File: src/rtl/proc_inst_writer.sv
// Encodes instruction requests into bytes, queues them and writes them into the 256-entry ring.
// Optional opcode checking is enabled with PROC_INST_WRITER_OPCHK_EN.
module proc_inst_writer #(
    parameter int unsigned DEPTH = 4,
    parameter int unsigned CNT_W = 8
) (
    input  logic             clk,
    input  logic             rst,
    input  logic             req_valid,
    output logic             req_ready,
    input  logic [1:0]       req_op,
    input  logic [1:0]       req_rd,
    input  logic [1:0]       req_rs1,
    input  logic [1:0]       req_rs2,
    input  logic [7:0]       proc_pc,
    output logic             ir_we,
    output logic [7:0]       ir_waddr,
    output logic [7:0]       ir_wdata,
    output logic [CNT_W-1:0] issued_count,
    output logic             busy,
    output logic             bad_op
);

    localparam int unsigned PW = (DEPTH > 1) ? $clog2(DEPTH) : 1;
    localparam int unsigned CW = $clog2(DEPTH + 1);

    typedef enum logic [1:0] {StIdle, StIssue, StStall} state_e;

    state_e        state;
    logic [7:0]    fifo_mem [DEPTH];
    logic [PW-1:0] rd_ptr;
    logic [PW-1:0] wr_ptr;
    logic [CW-1:0] fifo_count;
    logic [7:0]    wr_addr;

    logic       accept;
    logic       op_ok;
    logic       push;
    logic       fifo_empty;
    logic       ring_full;
    logic       avail;
    logic       do_issue;
    logic       fifo_push;
    logic       fifo_pop;
    logic [7:0] enc;
    logic [7:0] head;

    assign enc        = {req_op, req_rd, req_rs1, req_rs2};
    assign req_ready  = fifo_count < CW'(DEPTH);
    assign accept     = req_valid && req_ready;
`ifdef PROC_INST_WRITER_OPCHK_EN
    assign op_ok      = (req_op == 2'd1);
`else
    assign op_ok      = 1'b1;
`endif
    assign push       = accept && op_ok;
    assign fifo_empty = (fifo_count == '0);
    assign ring_full  = ((wr_addr + 8'd1) == proc_pc);
    // An incoming byte bypasses the empty FIFO so a write can follow its accept directly.
    assign avail      = !fifo_empty || push;
    assign do_issue   = avail && !ring_full;
    assign head       = fifo_empty ? enc : fifo_mem[rd_ptr];
    assign fifo_push  = push && !(do_issue && fifo_empty);
    assign fifo_pop   = do_issue && !fifo_empty;
    assign busy       = !fifo_empty || (state != StIdle);

    always_ff @(posedge clk) begin
        if (rst) begin
            rd_ptr     <= '0;
            wr_ptr     <= '0;
            fifo_count <= '0;
        end else begin
            if (fifo_push) begin
                fifo_mem[wr_ptr] <= enc;
                wr_ptr           <= wr_ptr + PW'(1);
            end
            if (fifo_pop) begin
                rd_ptr <= rd_ptr + PW'(1);
            end
            if (fifo_push && !fifo_pop) begin
                fifo_count <= fifo_count + CW'(1);
            end else if (!fifo_push && fifo_pop) begin
                fifo_count <= fifo_count - CW'(1);
            end
        end
    end

    always_ff @(posedge clk) begin
        if (rst) begin
            state        <= StIdle;
            wr_addr      <= 8'd0;
            ir_we        <= 1'b0;
            ir_waddr     <= 8'd0;
            ir_wdata     <= 8'd0;
            issued_count <= '0;
        end else begin
            ir_we <= 1'b0;
            if (do_issue) begin
                state    <= StIssue;
                ir_we    <= 1'b1;
                ir_waddr <= wr_addr;
                ir_wdata <= head;
                wr_addr  <= wr_addr + 8'd1;
                if (issued_count != '1) begin
                    issued_count <= issued_count + CNT_W'(1);
                end
            end else if (avail) begin
                state <= StStall;
            end else begin
                state <= StIdle;
            end
        end
    end

`ifdef PROC_INST_WRITER_OPCHK_EN
    always_ff @(posedge clk) begin
        if (rst) begin
            bad_op <= 1'b0;
        end else begin
            bad_op <= accept && !op_ok;
        end
    end
`else
    assign bad_op = 1'b0;
`endif

endmodule

File: config.mk
export PLATFORM = sky130hd
export DESIGN_NAME = proc_inst_writer
export DESIGN_NICKNAME = d
export VERILOG_FILES = /design/src/rtl/proc_inst_writer.sv
export SDC_FILE = /design/constraint.sdc
export NUM_CORES = 1
export LEC_CHECK = 0
export BUFFER_PORTS_ARGS = -buffer_cell sky130_fd_sc_hd__buf_2
export CAP_MARGIN = 15
export CORE_MARGIN = 3
export CORE_UTILIZATION = 50
export DETAILED_ROUTE_END_ITERATION = 12
export PLACE_DENSITY = 0.78
export SKIP_LAST_GASP = 1
export SLEW_MARGIN = 20
export SYNTH_ARGS = -nofsm -noshare
export SYNTH_HDL_FRONTEND = slang
export SYNTH_SLANG_ARGS = --single-unit
File: constraint.sdc
create_clock -name clk -period 7.1 [get_ports clk]
set_input_delay 1.42 -clock clk [delete_from_list [all_inputs] [get_ports clk]]
set_output_delay 1.42 -clock clk [all_outputs]
set_load 0.03 [all_outputs]
# Word-level counts from Yosys, hierarchy flattened
# Memory sizes are Yosys's and may differ from the RTL's. A register that Yosys moved wholly into a read port is not among the register bits.
# Index checks and enable logic that the tools add are counted.
[totals] regBits=42 ram_bits=32 input_bits=19 output_inout_bits=28 memories=1
[classes] add_sub_neg=6 magnitude_cmp=1 n_eq_ne=2 mux=11 reduce_logical=19
[mem_list] memory="fifo_mem" depth=4 word_bits=8 rd=1 rd_ports_with_merged_regs=1 write_ports=1 line="30" rtl="logic [7:0] fifo_mem [DEPTH];"
[ops] op="adder 8 x 1 -> 8 bit, second input constant" count=2
[ops] op="== test 8 bit" count=1
[ops] op="2-to-1 mux 8 bit" count=1
[ops] op="!= test 8 bit, second input constant" count=1
[ops] op="logical AND 1 bit" count=7
[ops] op="2-to-1 mux 2 bit" count=3
[ops] op="2-to-1 mux 3 bit" count=2
[ops] op="logical NOT 1 bit" count=5
[ops] op="2-to-1 mux 1 bit" count=5
[ops] op="adder 2 x 1 -> 2 bit, second input constant" count=2
[ops] op="nonzero test 2 bit" count=2
[ops] op="adder 3 x 1 -> 3 bit, second input constant" count=1
[ops] op="logical NOT 3 bit" count=1
[ops] op="< comparator 3 bit, second input constant" count=1
[ops] op="subtractor 3 x 1 -> 3 bit, second input constant" count=1
[ops] op="logical OR 1 bit" count=2
[ops] op="AND reduction 2 bit" count=1
[ops] op="OR reduction 2 bit" count=1

# Logic depth before layout (Yosys ltp)
[logic_depth] word_depth=11 mapped_depth=13 ltp_nobuf=12

# Least setup slack after synthesis
# No wires, ideal clock.
[synth_path] kind="input-to-reg" start="input proc_pc[7]" end="register fifo_count[2]" setup_ps=71 arrival_time_ps=3885 required_ps=7029 slack_ps=3144 path_stages=11 path_cell_list="xnor2_1 -> or3_4 -> a2111oi_4 -> and4_1 -> o211a_2 -> ha_1 -> inv_1 -> fa_1 -> xor2_1 -> or3_1 -> a21oi_1"
[synth_between] elab_chain_cells=9 word_cells_on_any_way=13 classes_between="eq/ne (1); mux (1); reduce/logical (11)"
[synth_lines] element="from (decl)" line="15" rtl="input logic [7:0] proc_pc,"
[synth_lines] element="== test 8 bit (*)" line="58" rtl="assign ring_full = ((wr_addr + 8'd1) == proc_pc);"
[synth_lines] element="logical NOT 1 bit (*)" line="61" rtl="assign do_issue = avail && !ring_full;"
[synth_lines] element="logical AND 1 bit (*)" line="61"
[synth_lines] element="logical AND 1 bit (*)" line="63" rtl="assign fifo_push = push && !(do_issue && fifo_empty);"
[synth_lines] element="logical NOT 1 bit (*)" line="63"
[synth_lines] element="logical AND 1 bit (*)" line="63"
[synth_lines] element="net fifo_push" line="43" rtl="logic fifo_push;"
[synth_lines] element="logical NOT 1 bit" line="82" rtl="end else if (!fifo_push && fifo_pop) begin"
[synth_lines] element="logical AND 1 bit" line="82"
[synth_lines] element="nonzero test 2 bit (no line)"
[synth_lines] element="to (signal assigned)" line="81" rtl="fifo_count <= fifo_count + CW'(1);"
[synth_lines] element="to (signal assigned)" line="83" rtl="fifo_count <= fifo_count - CW'(1);"
[synth_lines] element="to (decl)" line="33" rtl="logic [CW-1:0] fifo_count;"
# Mark *: on every way through the listed nets, which the timed path passes. The rest lies on a longest branch.
# A chain may end at the register's enable or synchronous reset.

# Final worst setup path
[layout_path] start="input proc_pc[7]" end="register fifo_count[2]"
[layout_between] elab_chain_cells=9 word_cells_on_any_way=13 classes_between="eq/ne (1); mux (1); reduce/logical (11)"
[layout_lines] element="== test 8 bit (*)" line="58"
[layout_lines] element="logical NOT 1 bit (*)" line="61"
[layout_lines] element="logical AND 1 bit (*)" line="61"
[layout_lines] element="logical AND 1 bit" line="63"
[layout_lines] element="logical NOT 1 bit" line="63"
[layout_lines] element="logical AND 1 bit" line="63"
[layout_lines] element="logical NOT 1 bit" line="82"
[layout_lines] element="logical AND 1 bit" line="82"
[layout_lines] element="nonzero test 2 bit (no line)"
# Every way passes the cells marked *; elsewhere a longest branch is shown, timed or not.

==> results.py <==
metrics = {
    "status": {
        "outcome": "completed",
    },
    "finish": {
        "layout_common_cells": "buf_2, dfxtp_1, edfxtp_1",
        "fin_nets": 352,
        "layout-drive-gt1-share": 0.237,
        "stdcell_area_um2": 3790,
        "synthToLayoutAreaGrowth_pct": 13.4,
        "diodes": 0,
        "final_common_cell": "buf_2",
    },
    "setup_path": {
        "cp_max_fo": 22,
        "cp-end-kind": "register",
        "r2r_start": "wr_addr[2]",
        "r2r_setup_slack_ns": 3.07,
        "r2r_end": "fifo_count[2]",
        "rr_worst_depth": 11,
        "required_ns": 7.36,
        "worstSetupPathType": "input port to register",
        "crit_arrival_ns": 4.73,
        "start_kind": "input port",
    },
    "logic_synthesis": {
        "synth_flop_cell": "dfxtp_1",
        "yosys_warnings": 0,
        "ys_types": 44,
        "synth_cells": 288,
        "ys_seq_area_frac": 0.545,
        "avgSynthCellArea_um2": 11.6,
        "synth_edf_count": 32,
        "synth_top_area_cell": "edfxtp_1",
        "yosysTopAreaCellShare": 0.288,
        "netlist_area_um2": 3340,
        "syn_nets": 315,
        "ys_top_cells_by_area": "edfxtp_1, dfxtp_1, mux4_2",
        "ys_ff_latch": 75,
        "async_flop_share": 0,
    },
    "global_routing": {
        "grt-ovfl-total": 0,
        "grt_use_total": 0.181,
        "antenna_found_initial": 0,
        "grt_pass1_wl_um": 10700,
        "grt_max_degree": 46,
        "grt_pass1_vias": 2182,
    },
    "route": {
        "routed-wl-met3_um": 384,
        "routed_via_density": 5.88,
        "wl_per_cell_um": 16.6,
        "top_layer": "met4",
        "wl_met2_um": 3150,
        "firstDrtPassIters": 4,
        "antenna_left": 0,
        "drt-total-wl_um": 6720,
        "wl_met1_um": 3040,
        "num_vias": 2389,
        "drt-initial-drc-count": 178,
        "post-route-drc-count": 0,
    },
    "place": {
        "hpwl_um": 4440,
        "dp_slack_ns": 2.30,
        "place_congestion": 0.750,
        "portBuffers": 45,
        "placed_area_um2": 3550,
    },
    "clocking": {
        "post_cts_resized": 0,
        "cts-root-buf": "clkbuf_8",
        "cts_buffers": 9,
        "clkTransAtPathRegs_ns": 0.08,
        "cts_sinks": 75,
        "clk_path_buf_depth": 2,
        "post_cts_buffers": 0,
        "holdBufCountCts": 0,
        "clock_latency_ns": 0.34,
        "cts.htree.levels": 3,
        "cts_tree": "yes",
    },
    "pwr": {
        "powerDensity_nw_per_um2": 367,
        "ir_worst_vdd_v": 0.000185,
        "leakagePower_nw": 1.41,
        "power_mw": 1.39,
    },
    "die": {
        "die_height_um": 87.8,
        "initial_core_util": 0.520,
        "coreArea_um2": 6420,
        "die_x_um": 87.8,
        "rows": 29,
        "io-pin-count": 47,
        "die-area_um2": 7700,
    },
    "min_path": {
        "holdPathEnd": "ir_waddr[5]",
        "hold_path_depth": 2,
        "min-delay-start": "ir_waddr[5]",
        "hold_path_class": "register to register",
    },
    "sta": {
        "tightest_slew_ns": 0.931,
        "hold_viol": 0,
        "fin_skew_ns": 0.00809,
        "fin_crit_ns": 4.46,
        "slew_violations": 0,
        "setup_ws_ns": 2.64,
        "setup-violations-final": 0,
        "period_share": 0.628,
        "hold_ws_ns": 0.494,
        "fin_setup_tns_ns": 0,
        "rsz0062_at_grt": "false",
        "fmax_mhz": 224,
        "slew_headroom": 0.377,
    },
    "job": {
        "max-cap-violations": 0,
    },
}
-- worst max path at each step --
| stage | from | to | slack (ns) |
|---|---|---|---|
| floorplan | proc_pc[7] | fifo_count[2] | 3.14 |
| global placement | proc_pc[7] | fifo_count[2] | 2.43 |
| detailed placement | proc_pc[7] | fifo_count[2] | 2.30 |
| CTS | proc_pc[7] | fifo_count[2] | 2.65 |
| global route | proc_pc[7] | fifo_count[2] | 2.38 |
| finish | proc_pc[7] | fifo_count[2] | 2.64 |
-- layout make-up --
class,instances,area (um2)
Clock inverter,5,103
Multi-Input combinational cell,185,1380
Sequential cell,75,1820
Tap cell,77,96.3
Fill cell,517,2630
Inverter,9,33.8
Timing Repair Buffer,45,225
Clock buffer,10,128
-- registers in the layout (all words and copies together), names as in the netlist, named ones only --
register      cells
wr_ptr            2
issued_count      8
ir_wdata          8
ir_we             1
rd_ptr            2
fifo_mem         32
ir_waddr          8
wr_addr           8
state             1
fifo_count        3
-- through the flow --
| step | util | std cells |
|---|---|---|
| after floorplan | - | 288 |
| after global placement | 0.553 | 391 |
| after detailed placement | 0.553 | 391 |
| after CTS | 0.589 | 406 |
| after global routing | 0.590 | 406 |
| final | 0.590 | 406 |
-- power breakdown --
group	leakage (nW)	internal (mW)	switching, mW	total (mW)
sequential	0.640	0.513	0.0689	0.582
combinational	0.655	0.172	0.251	0.424
clock	0.112	0.231	0.152	0.383
-- cell usage after synthesis (7+ instances only) --
library cell  number
edfxtp_1          32
inv_1              9
nor2_1            20
a21oi_1           21
mux4_2             8
and3_1             7
o21ai_1            9
nand3_1            7
a32oi_1            8
nand2_1           11
mux2i_1           11
clkbuf_1           9
ha_1               7
or3_1             14
nand4_1           11
dfxtp_1           43
xnor2_1            7
-- routing by layer --
metal,GRT usage,up-vias
met1,0.247,1152
li1,-,1148
met2,0.276,76
met4,0.0851,0
met5,0,-
met3,0.0376,13
-- cells by family after synthesis --
family                     share of synthesized area
xor gates and xnor gates                      0.0314
and+or+nand+nor                                0.141
AOI/OAI and AO/OA                              0.109
DFF                                            0.545
other                                        0.00112
muxes                                         0.0970
adders and majority gates                     0.0322
buffers and inverters                         0.0430
-- critical path: stages --
cell and delay [ns]:
buf_2 0.10, xnor2_1 0.13, or3_4 0.35, a2111oi_4 0.39
nand4_1 0.78, nand2_1 0.29, ha_1 0.21, inv_1 0.06
fa_1 0.37, xor2_1 0.16, or3_1 0.30, a21oi_1 0.15
Note: power is estimated with default switching activity, not from simulation.
